$ cat src/rtl/gate_pkg.sv
// Shared definitions for the gate-library self-test: obs bit positions,
// controller state encoding and the expected gate outputs for each vector.
// No logic; imported by the controller, the lookup and anything that checks them.
package gate_pkg;

  // Bit positions of each gate output within obs / fail_mask
  localparam int GATE_AND  = 0;
  localparam int GATE_OR   = 1;
  localparam int GATE_NOT  = 2;
  localparam int GATE_NAND = 3;
  localparam int GATE_NOR  = 4;
  localparam int GATE_XOR  = 5;
  localparam int GATE_XNOR = 6;

  localparam int NUM_GATES = 7;
  localparam int NUM_VECS  = 4;

  typedef enum logic [1:0] {
    IDLE   = 2'd0,
    SETTLE = 2'd1,
    CHECK  = 2'd2,
    DONE   = 2'd3
  } state_t;

  // Expected obs per vector index ({a,b} = idx), bit order xnor..and
  localparam logic [6:0] EXP_V0 = 7'b1011100;  // a=0 b=0
  localparam logic [6:0] EXP_V1 = 7'b0101110;  // a=0 b=1
  localparam logic [6:0] EXP_V2 = 7'b0101010;  // a=1 b=0
  localparam logic [6:0] EXP_V3 = 7'b1000011;  // a=1 b=1

  // Number of set bits in a 7-bit mismatch vector (0..7)
  function automatic logic [2:0] popcount7(input logic [6:0] v);
    logic [2:0] sum;
    sum = 3'd0;
    for (int i = 0; i < NUM_GATES; i++) begin
      sum = sum + {2'b00, v[i]};
    end
    return sum;
  endfunction

endpackage

$ cat src/rtl/gate_expect.sv
// Truth-table lookup: 2-bit vector index to the seven expected gate outputs.
// Latency: purely combinational.
// No flow control; output follows idx_i directly.
module gate_expect
  import gate_pkg::*;
(
  input  logic [1:0] idx_i,
  output logic [6:0] exp_o
);

  // Select the stored expected vector for the current index
  always_comb begin
    exp_o = EXP_V0;
    case (idx_i)
      2'd0:    exp_o = EXP_V0;
      2'd1:    exp_o = EXP_V1;
      2'd2:    exp_o = EXP_V2;
      2'd3:    exp_o = EXP_V3;
      default: exp_o = EXP_V0;
    endcase
  end

endmodule

$ cat src/rtl/gate_bist.sv
// Self-test controller for the seven-gate bank: steps {a,b} through 00..11,
// waits SETTLE_CYCLES+1 cycles per vector, accumulates per-gate mismatches.
// Latency: done 4*(SETTLE_CYCLES+1) edges after start; start ignored while busy.
module gate_bist
  import gate_pkg::*;
#(
  parameter int SETTLE_CYCLES = 2  // legal 1..15
) (
  input  logic       clk,
  input  logic       rst,
  input  logic       start,
  input  logic [6:0] obs,
  output logic       a,
  output logic       b,
  output logic       busy,
  output logic       done,
  output logic       pass,
  output logic [6:0] fail_mask,
  output logic [4:0] err_cnt
);

  localparam logic [3:0] CNT_LAST = 4'(SETTLE_CYCLES - 1);

  state_t     state_q;
  logic [3:0] cnt_q;
  logic [1:0] idx_q;
  logic       a_q;
  logic       b_q;
  logic       busy_q;
  logic       done_q;
  logic       pass_q;
  logic [6:0] fail_mask_q;
  logic [4:0] err_cnt_q;

  logic [6:0] exp_vec;
  logic [6:0] mismatch;
  logic [6:0] fail_mask_d;
  logic [4:0] err_cnt_d;
  logic [1:0] idx_d;

  gate_expect u_expect (
    .idx_i (idx_q),
    .exp_o (exp_vec)
  );

  // Accumulator next values, only committed in the CHECK cycle
  always_comb begin
    mismatch    = obs ^ exp_vec;
    fail_mask_d = fail_mask_q | mismatch;
    err_cnt_d   = err_cnt_q + {2'b00, popcount7(mismatch)};
    idx_d       = idx_q + 2'd1;
  end

  // Controller FSM with all outputs registered
  always_ff @(posedge clk) begin
    if (rst) begin
      state_q     <= IDLE;
      cnt_q       <= 4'd0;
      idx_q       <= 2'd0;
      a_q         <= 1'b0;
      b_q         <= 1'b0;
      busy_q      <= 1'b0;
      done_q      <= 1'b0;
      pass_q      <= 1'b0;
      fail_mask_q <= 7'd0;
      err_cnt_q   <= 5'd0;
    end else begin
      done_q <= 1'b0;
      case (state_q)
        IDLE: begin
          if (start) begin
            state_q     <= SETTLE;
            busy_q      <= 1'b1;
            fail_mask_q <= 7'd0;
            err_cnt_q   <= 5'd0;
            pass_q      <= 1'b0;
            idx_q       <= 2'd0;
            a_q         <= 1'b0;
            b_q         <= 1'b0;
            cnt_q       <= 4'd0;
          end
        end
        SETTLE: begin
          cnt_q <= cnt_q + 4'd1;
          if (cnt_q == CNT_LAST) begin
            state_q <= CHECK;
          end
        end
        CHECK: begin
          fail_mask_q <= fail_mask_d;
          err_cnt_q   <= err_cnt_d;
          if (idx_q == 2'd3) begin
            // Pass reflects this final compare, not the stale mask
            state_q <= DONE;
            done_q  <= 1'b1;
            pass_q  <= (fail_mask_d == 7'd0);
          end else begin
            state_q <= SETTLE;
            idx_q   <= idx_d;
            a_q     <= idx_d[1];
            b_q     <= idx_d[0];
            cnt_q   <= 4'd0;
          end
        end
        DONE: begin
          state_q <= IDLE;
          busy_q  <= 1'b0;
        end
        default: begin
          state_q <= IDLE;
          busy_q  <= 1'b0;
        end
      endcase
    end
  end

  assign a         = a_q;
  assign b         = b_q;
  assign busy      = busy_q;
  assign done      = done_q;
  assign pass      = pass_q;
  assign fail_mask = fail_mask_q;
  assign err_cnt   = err_cnt_q;

endmodule

$ cat config.mk
export PLATFORM = sky130hd
export DESIGN_NAME = gate_bist
export DESIGN_NICKNAME = d
export VERILOG_FILES = /design/src/rtl/gate_pkg.sv /design/src/rtl/gate_expect.sv /design/src/rtl/gate_bist.sv
export SDC_FILE = /design/constraint.sdc
export NUM_CORES = 1
export LEC_CHECK = 0
export CELL_PAD_IN_SITES_DETAIL_PLACEMENT = 0
export CELL_PAD_IN_SITES_GLOBAL_PLACEMENT = 1
export CORE_MARGIN = 1.5
export CORE_UTILIZATION = 38
export DETAILED_ROUTE_END_ITERATION = 8
export GPL_ROUTABILITY_DRIVEN = 0
export GPL_TIMING_DRIVEN = 0
export PLACE_DENSITY = 0.86
export SLEW_MARGIN = 30
export SYNTH_ARGS = -nofsm -noshare
export SYNTH_HDL_FRONTEND = slang
export SYNTH_SLANG_ARGS = --single-unit
$ cat constraint.sdc
create_clock -name clk -period 4.9 [get_ports clk]
set_input_delay 0.735 -clock clk [delete_from_list [all_inputs] [get_ports clk]]
set_output_delay 0.735 -clock clk [all_outputs]
set_load 0.02 [all_outputs]
# == Word level (Yosys, flattened, before mapping) ==
# Cells that the tools add are included.
# totals
elab_cells,71
regBits,25
# classes
n_mux,25
add_sub_neg,9
reduce_logical,13
bitwise,3
eq_ne,11
# op_table
op,count
$pmux W7 S4,1
$pmux W7 S2,1
$add A3 B1 Y3,4
$pmux W4 S3,1
$mux W2,5
$pmux W5 S2,1
$reduce_and A3 Y1,3
$eq A2 B2 Y1 const B,4
$mux W4,2
$ne A2 B2 Y1 const B,4
$pmux W1 S2,4
$pmux W2 S4,1
$logic_not A7 Y1,1
$mux W7,1
$or A7 B7 Y7,1
$xor A7 B7 Y7,1
$mux W1,6
$reduce_and A2 Y1,3
$add A5 B3 Y5,1
$mux W5,1
$add A4 B1 Y4 const B,1
$eq A2 B1 Y1 const B,2
$eq A4 B1 Y1 const B,1
$logic_not A2 Y1,2
other kinds (8),9

# == Logic depth before layout (Yosys ltp) ==
# Gate-level depths: netlist of run 1.
# depth
ltp_word,11
mapped_depth,16
depth_no_buf,16

# == By module ==
# From an unflattened synthesis of run 1, not the netlist that was laid out.
# unflattened
hier_cells,160
hier_area_um2,1412.6
# by_module_without_submodules
mod,area_each_um2,cells_each,n_inst
gate_bist,1325.0,149,1
gate_expect,87.6,11,1

# == Least setup slack after synthesis of run 1 ==
# Ideal clock, no wire load.
# synth_path
kind,register to register
from,register idx_q[1]
to,"register err_cnt_q[4], in the netlist err_cnt[4]"
path_slack_ns,1.058
path_stages_with_launch,17
arrival_ns,3.708
synth_period_minus_slack_ns,3.842
path_cell_list,dfxtp_1 > inv_1 > ha_1 > nor2_1 > xor2_1 > fa_1 > inv_1 > fa_1 > inv_1 > fa_1 > inv_1 > ha_1 > fa_1 > a21o_1 > a21oi_1 > or3_1 > a31oi_1
# synth_via
elab_chain_cells,11
# synth_lines
element,line,rtl
from (decl),gate_bist.sv:26,logic [1:0] idx_q;
from (signal assigned),gate_bist.sv:99,idx_q <= idx_d;
$eq A2 B2 Y1 (tied with other cells),gate_expect.sv:14,case (idx_i)
$pmux W7 S4 (*),gate_expect.sv:14,
$xor A7 B7 Y7 (*),gate_bist.sv:48,mismatch = obs ^ exp_vec;
$add A1 B1 Y2,gate_pkg.sv:36,"sum = sum + {2'b00, v[i]};"
$add A2 B1 Y3,gate_pkg.sv:36,
$add A3 B1 Y3 (3 in series),gate_pkg.sv:36,
$add A3 B1 Y3 (*),gate_pkg.sv:36,
$add A5 B3 Y5 (*),gate_bist.sv:50,"err_cnt_d = err_cnt_q + {2'b00, popcount7(mismatch)};"
$pmux W5 S2 (*),gate_bist.sv:69,case (state_q)
to (signal assigned),gate_bist.sv:91,err_cnt_q <= err_cnt_d;
to (decl),gate_bist.sv:33,logic [4:0] err_cnt_q;
# Mark *: on every way between the ends. The rest lies on a longest branch, timed or not.
# A chain may end at the register's enable or synchronous reset.

==> impl_metrics.csv, run 1 <==
group,metric,value,unit
clock_network,ctsLongestPathBuffers,2,
global_routing,antenna_found_initial,0,
sta,fin_skew,0.008137,ns
layout,area_growth,25.32,%
floorplanning,die_x,62.91,µm
sta,setup_viol,0,
placed_design,placed_area,1682,µm²
clock_network,cts_tree,"done",
clock_network,clock-sinks,23,
power_and_ir_drop,p_leak,0.0007073,µW
floorplanning,ios,27,
setup_path,worst-setup-path-type,"flop to flop",
yosys,synth_edf_count,0,
yosys,syn_area_per_cell,8.914,µm²
sta,worst_slack,0.8837,ns
yosys,synthAdderAreaFrac,16.88,%
yosys,synth_top_area_share,33.76,%
global_routing,grt_pass1_vias,1209,
layout,num_antenna_cells,0,
yosys,syn_inst,153,
layout,fillers,340,
clock_network,cts-root-buf,"clkbuf_4",
floorplanning,start_util,40.24,%
routing,dr.first_iter.drc_count,46,
yosys,synth-xor-area-share,5.780,%
global_routing,grt_pass1_wl,5540,µm
sta,rsz0062_at_grt,"no",
clock_network,post-cts-setup-buffers,0,
clock_network,clk_latency,0.32,ns
outcome,status,"finished, final reports clean",
global_routing,grt_max_degree,14,
clock_network,cts_hold_buf,0,
layout,instances_no_fill,229,
setup_path,reg2reg_depth,16,
sta,worstMarginPinSlew,0.5691,ns
sta,slew_headroom,62.06,%
yosys,yosys_register_bits,23,
yosys,ys_seq_area_share,33.76,%
routing,viasPerCell,4.878,
yosys,ys_types,37,
yosys,synth_compound_area_share,15.05,%
yosys,synth_top_area_cell,"dfxtp_1",
clock_network,cts.clk_slew.worst_paths,0.14,ns
layout,final_common_cell,"clkdlybuf4s50_1",
layout,fin_nets,210,
floorplanning,rows,21,
floorplanning,die_h,62.91,µm
run,drv_cap,0,
placed_design,io_buffers,26,
sta,hold_viol,0,
sta,period_needed,4.016,ns
placed_design,dp.cells,225,
yosys,ys_warn_count,0,
yosys,synth_top_family_by_area,"simple AND/OR/NAND/NOR gates",
min_path,hold_path.class,"flop to flop",
layout,final_cell_mix,"clkdlybuf4s50_1, dfxtp_1, nor2_1, a21oi_1, ha_1",
routing,dr.pass1.iters,4,
yosys,async_flop_share,0,%
placed_design,place_ws,0.5743,ns
setup_path,critPathLaunchType,"flop",
floorplanning,die_area,3957,µm²
floorplanning,fp.coreArea,3390,µm²
setup_path,endpoint_kind,"flop",
sta,finalCritPeriodShare,81.97,%
setup_path,required,5.09,ns
yosys,synth.cell_area,1364,µm²
layout,drive_gt1_share,8.197,%
global_routing,grt_use_total,17.52,%
clock_network,cts_made_buffers,3,
power_and_ir_drop,ir_drop,0.0001009,V
routing,route.detailed.drc,0,
setup_path,cp.arrival,4.20,ns
routing,routedWlPerCell,13.66,µm
yosys,syn_nets,179,
placed_design,post-dp-hpwl,2365,µm
yosys,muxShareOfSynthArea,0,%
clock_network,ctsResizeCount,0,
min_path,hold_depth,2,
power_and_ir_drop,power,369.9,µW
yosys,synth-simple-area-share,21.93,%
sta,drv_slew,0,
routing,ant_nets,0,
yosys,synthTopCellsByArea,"dfxtp_1, ha_1, nor2_1",
sta,finalSetupTns,0,ns
power_and_ir_drop,power_density,216.4,nW/µm²
layout,fin_area,1709,µm²
clock_network,cts_max_level,1,
yosys,synthFlopType,"dfxtp_1",
global_routing,globalRouteOverflowTotal,0,
sta,fmax,0.2490,GHz
routing,routed_wirelength,3129,µm
routing,vias,1117,
setup_path,r2r_setup_slack,0.88,ns
setup_path,crit_fanout,5,
-- sequential cells by signal, summed over array words and instances, names as in the netlist --
name / flops
fail_mask: 7
idx_q: 1
pass: 1
b: 1
done: 1
cnt_q: 4
err_cnt: 5
state_q: 2
busy: 1
-- worst paths after layout --
check / end / start
max: err_cnt[4] / b
min: busy / busy
max reg2reg: err_cnt[4] / b
min reg2reg: busy / busy
-- kinds of logic after synthesis --
kind of cell	count (synthesis)
compound gates	30
xor+xnor	9
fa+ha+maj	16
buf+inv	17
flops	23
simple gates	58
-- through the flow --
step           util (%)  hold slack [ns]
2_1_floorplan         -           0.4914
3_3_place_gp      49.61           0.4461
4_1_cts           50.42           0.4787
5_1_grt           50.42           0.5113
3_5_place_dp      49.61           0.4595
6_report          50.42           0.4751
-- critical path, stage by stage (launching register included) --
cell and delay [ns]:
dfxtp_1 0.44, inv_1 0.08, ha_1 0.23, nor2_1 0.17, xor2_1 0.14, fa_1 0.51
inv_1 0.05, fa_1 0.47, inv_1 0.05, fa_1 0.51, inv_1 0.05, ha_1 0.20
fa_1 0.41, a21o_1 0.20, a21oi_1 0.19, or3_1 0.13, a31oi_1 0.07
-- metal layers --
layer	GRT usage [%]	part of all wire, %	vias up
li1	-	-	574
met1	22.73	48	525
met5	0	0	-
met4	4.167	0.58	0
met2	30.59	49	16
met3	2.342	2.0	2
-- report_power, final --
group          internal (µW)  total [µW]  switching, µW
registers                190         194           3.06
logic                   37.9        83.5           45.6
clock network           30.5        92.8           62.3
-- cells in the mapped netlist, types with 2 or more instances --
master / instances
nand2b_1: 3
fa_1: 4
buf_6: 3
xnor2_1: 2
nor3_1: 2
clkbuf_1: 4
nand3_1: 7
dfxtp_1: 23
a21oi_1: 13
a22oi_1: 7
ha_1: 12
or3_1: 2
nand2_1: 10
inv_1: 9
a21o_1: 3
nor2_1: 22
xor2_1: 7
-- layout make-up --
cell class | instances | area (µm²) | share of cell area (%)
plain buffers | 8 | 56.30 | 3.294
clock buffers | 3 | 22.52 | 1.318
clock inverters | 1 | 5.005 | 0.2928
inverters | 9 | 33.78 | 1.977
multi-input cells | 113 | 813.3 | 47.58
flip-flops and latches | 23 | 460.4 | 26.94
well taps | 46 | 57.56 | 3.367
repair buffers | 26 | 260.3 | 15.23
No activity file was read; power rests on OpenSTA's default activity.
==> run 2, diff against run 1 <==
clock period = 3.8 ns   (was 4.9 ns; I/O delays follow)
==> run 2 against run 1 <==
First-iteration DRC count is 6.5% lower; sequential power is 28% higher; critical path depth shrank 2; hold slack better by 0.0022 ns; clock skew fell by 0.0056 ns; final area grew 4.8%; critical path type is now input port to flop.
==> impl_metrics.csv, run 2 (synthesis results as in run 1) <==
group,metric,value,unit
outcome,status,"finished, final reports clean",
sta,fin_skew,0.002490,ns
routing,viasPerCell,5.039,
setup_path,crit_fanout,3,
setup_path,endpoint_kind,"flop",
floorplanning,ios,27,
placed_design,io_buffers,26,
layout,seqCellArea,465.4,µm²
global_routing,grt_pass1_wl,5388,µm
placed_design,post-dp-hpwl,2394,µm
sta,slew_headroom,63.88,%
sta,worst_slack,0.1150,ns
layout,multi_input_area,869.6,µm²
power_and_ir_drop,power_density,266.3,nW/µm²
layout,drive_gt1_share,15.14,%
global_routing,grt_max_degree,13,
layout,final_common_cell,"clkdlybuf4s50_1",
layout,utilization,52.82,%
sta,drv_slew,0,
global_routing,globalRouteOverflowTotal,0,
sta,period_needed,3.685,ns
routing,dr.first_iter.drc_count,43,
floorplanning,fp.coreArea,3390,µm²
setup_path,required,3.99,ns
layout,fin_nets,212,
sta,finalCritPeriodShare,96.97,%
power_and_ir_drop,ir_drop,0.0002354,V
run,drv_cap,0,
layout,final_cell_mix,"clkdlybuf4s50_1, nor2_1, dfxtp_1, a21oi_1, nand2_1",
global_routing,grt_pass1_vias,1168,
layout,fillers,312,
placed_design,place_ws,-0.3868,ns
clock_network,cts_hold_buf,0,
power_and_ir_drop,p_leak,0.0007323,µW
routing,dr.pass1.iters,4,
floorplanning,die_x,62.91,µm
routing,routed_wirelength,3147,µm
sta,worstMarginPinSlew,0.5417,ns
layout,num_antenna_cells,0,
layout,area_growth,31.28,%
routing,ant_nets,0,
min_path,hold_path.class,"flop to flop",
clock_network,cts_tree,"done",
setup_path,critPathLaunchType,"input port",
setup_path,cp.arrival,3.88,ns
global_routing,grt_use_total,16.79,%
floorplanning,die_area,3957,µm²
clock_network,cts_max_level,1,
floorplanning,rows,21,
global_routing,antenna_found_initial,0,
routing,routedWlPerCell,13.62,µm
floorplanning,die_h,62.91,µm
clock_network,cts-root-buf,"clkbuf_4",
clock_network,clk_latency,0.31,ns
clock_network,ctsLongestPathBuffers,2,
sta,setup_viol,0,
layout,largest_register_ffs,7,
routing,vias,1164,
clock_network,cts_made_buffers,3,
sta,fmax,0.2714,GHz
floorplanning,start_util,40.24,%
setup_path,worst-setup-path-type,"input port to flop",
clock_network,cts.clk_slew.worst_paths,0.12,ns
routing,route.detailed.drc,0,
clock_network,clock-sinks,23,
sta,hold_viol,0,
==> run 2: cell types whose count changed in the layout (fill, tap and decap cells not counted), sizes merged <==
cell           change
dlymetal6s2s       +1
clkinv             -1
clkbuf             +1
clkdlybuf4s50      -1
buf                +2
==> run 2: final timing paths <==
path / end / startpoint / slack, ns / cells past startpoint
min: busy / busy / 0.48 / 2
min reg2reg: busy / busy / 0.48 / 2
max: err_cnt[4] / obs[0] / 0.11 / 14
max reg2reg: err_cnt[4] / b / 0.11 / 16
==> run 2: metrics by stage <==
step | total power, µW | TNS (ns) | cells | hold WS, ns | area (µm²)
detailed placement | 364.6 | -0.7270 | 225 | 0.4698 | 1684
global route | 507.7 | -0.005854 | 231 | 0.5311 | 1790
finish | 476.8 | 0 | 231 | 0.4774 | 1790
global placement | 360.0 | -0.5121 | 225 | 0.4473 | 1684
CTS | 481.7 | 0 | 230 | 0.4877 | 1737
floorplan | 327.6 | 0 | 153 | 0.4914 | 1366
==> run 2: power breakdown <==
| group | total (µW) | leakage [µW] | internal (µW) | switching, µW |
|---|---|---|---|---|
| Combinational | 114 | 0.000530 | 52.9 | 61.2 |
| Sequential | 249 | 0.000187 | 245 | 3.78 |
| Clock | 114 | 0.0000150 | 41.1 | 73.1 |
| Total | 477 | 0.000732 | 339 | 138 |
==> run 2: cell type report <==
cell class	count	area share [%]
multi-input combinational	113	48.57
timing repair buffer	28	15.51
sequential	23	26.00
clock buffer	4	1.468
tap	46	3.215
inverter	9	1.887
buffer	8	3.354
==> run 2: timing repair <==
action                                  4_1_cts  5_1_grt
gates resized for setup                       5       11
endpoints found under the hold margin         0        0
buffers inserted                              1        1
pin swaps                                     0        4
endpoints found under the setup margin        1        1
==> run 2: worst max-delay path: stages <==
cell             delay [ns]
clkdlybuf4s50_1        0.46
xnor2_2                0.18
fa_1                   0.48
inv_1                  0.05
fa_1                   0.48
inv_1                  0.05
fa_1                   0.50
inv_1                  0.05
ha_2                   0.18
fa_2                   0.37
a21o_1                 0.18
a21oi_2                0.14
or3_1                  0.11
a31oi_1                0.07
==> run 2: metal layers <==
| layer | up-vias | routed length (µm) | share of wire [%] | GRT usage, % |
|---|---|---|---|---|
| li1 | 586 | - | - | - |
| met1 | 552 | 1438 | 46 | 22.14 |
| met2 | 24 | 1598 | 51 | 28.06 |
| met3 | 2 | 91 | 2.9 | 3.784 |
| met4 | 0 | 19 | 0.60 | 3.333 |
| met5 | - | 0 | 0 | 0 |
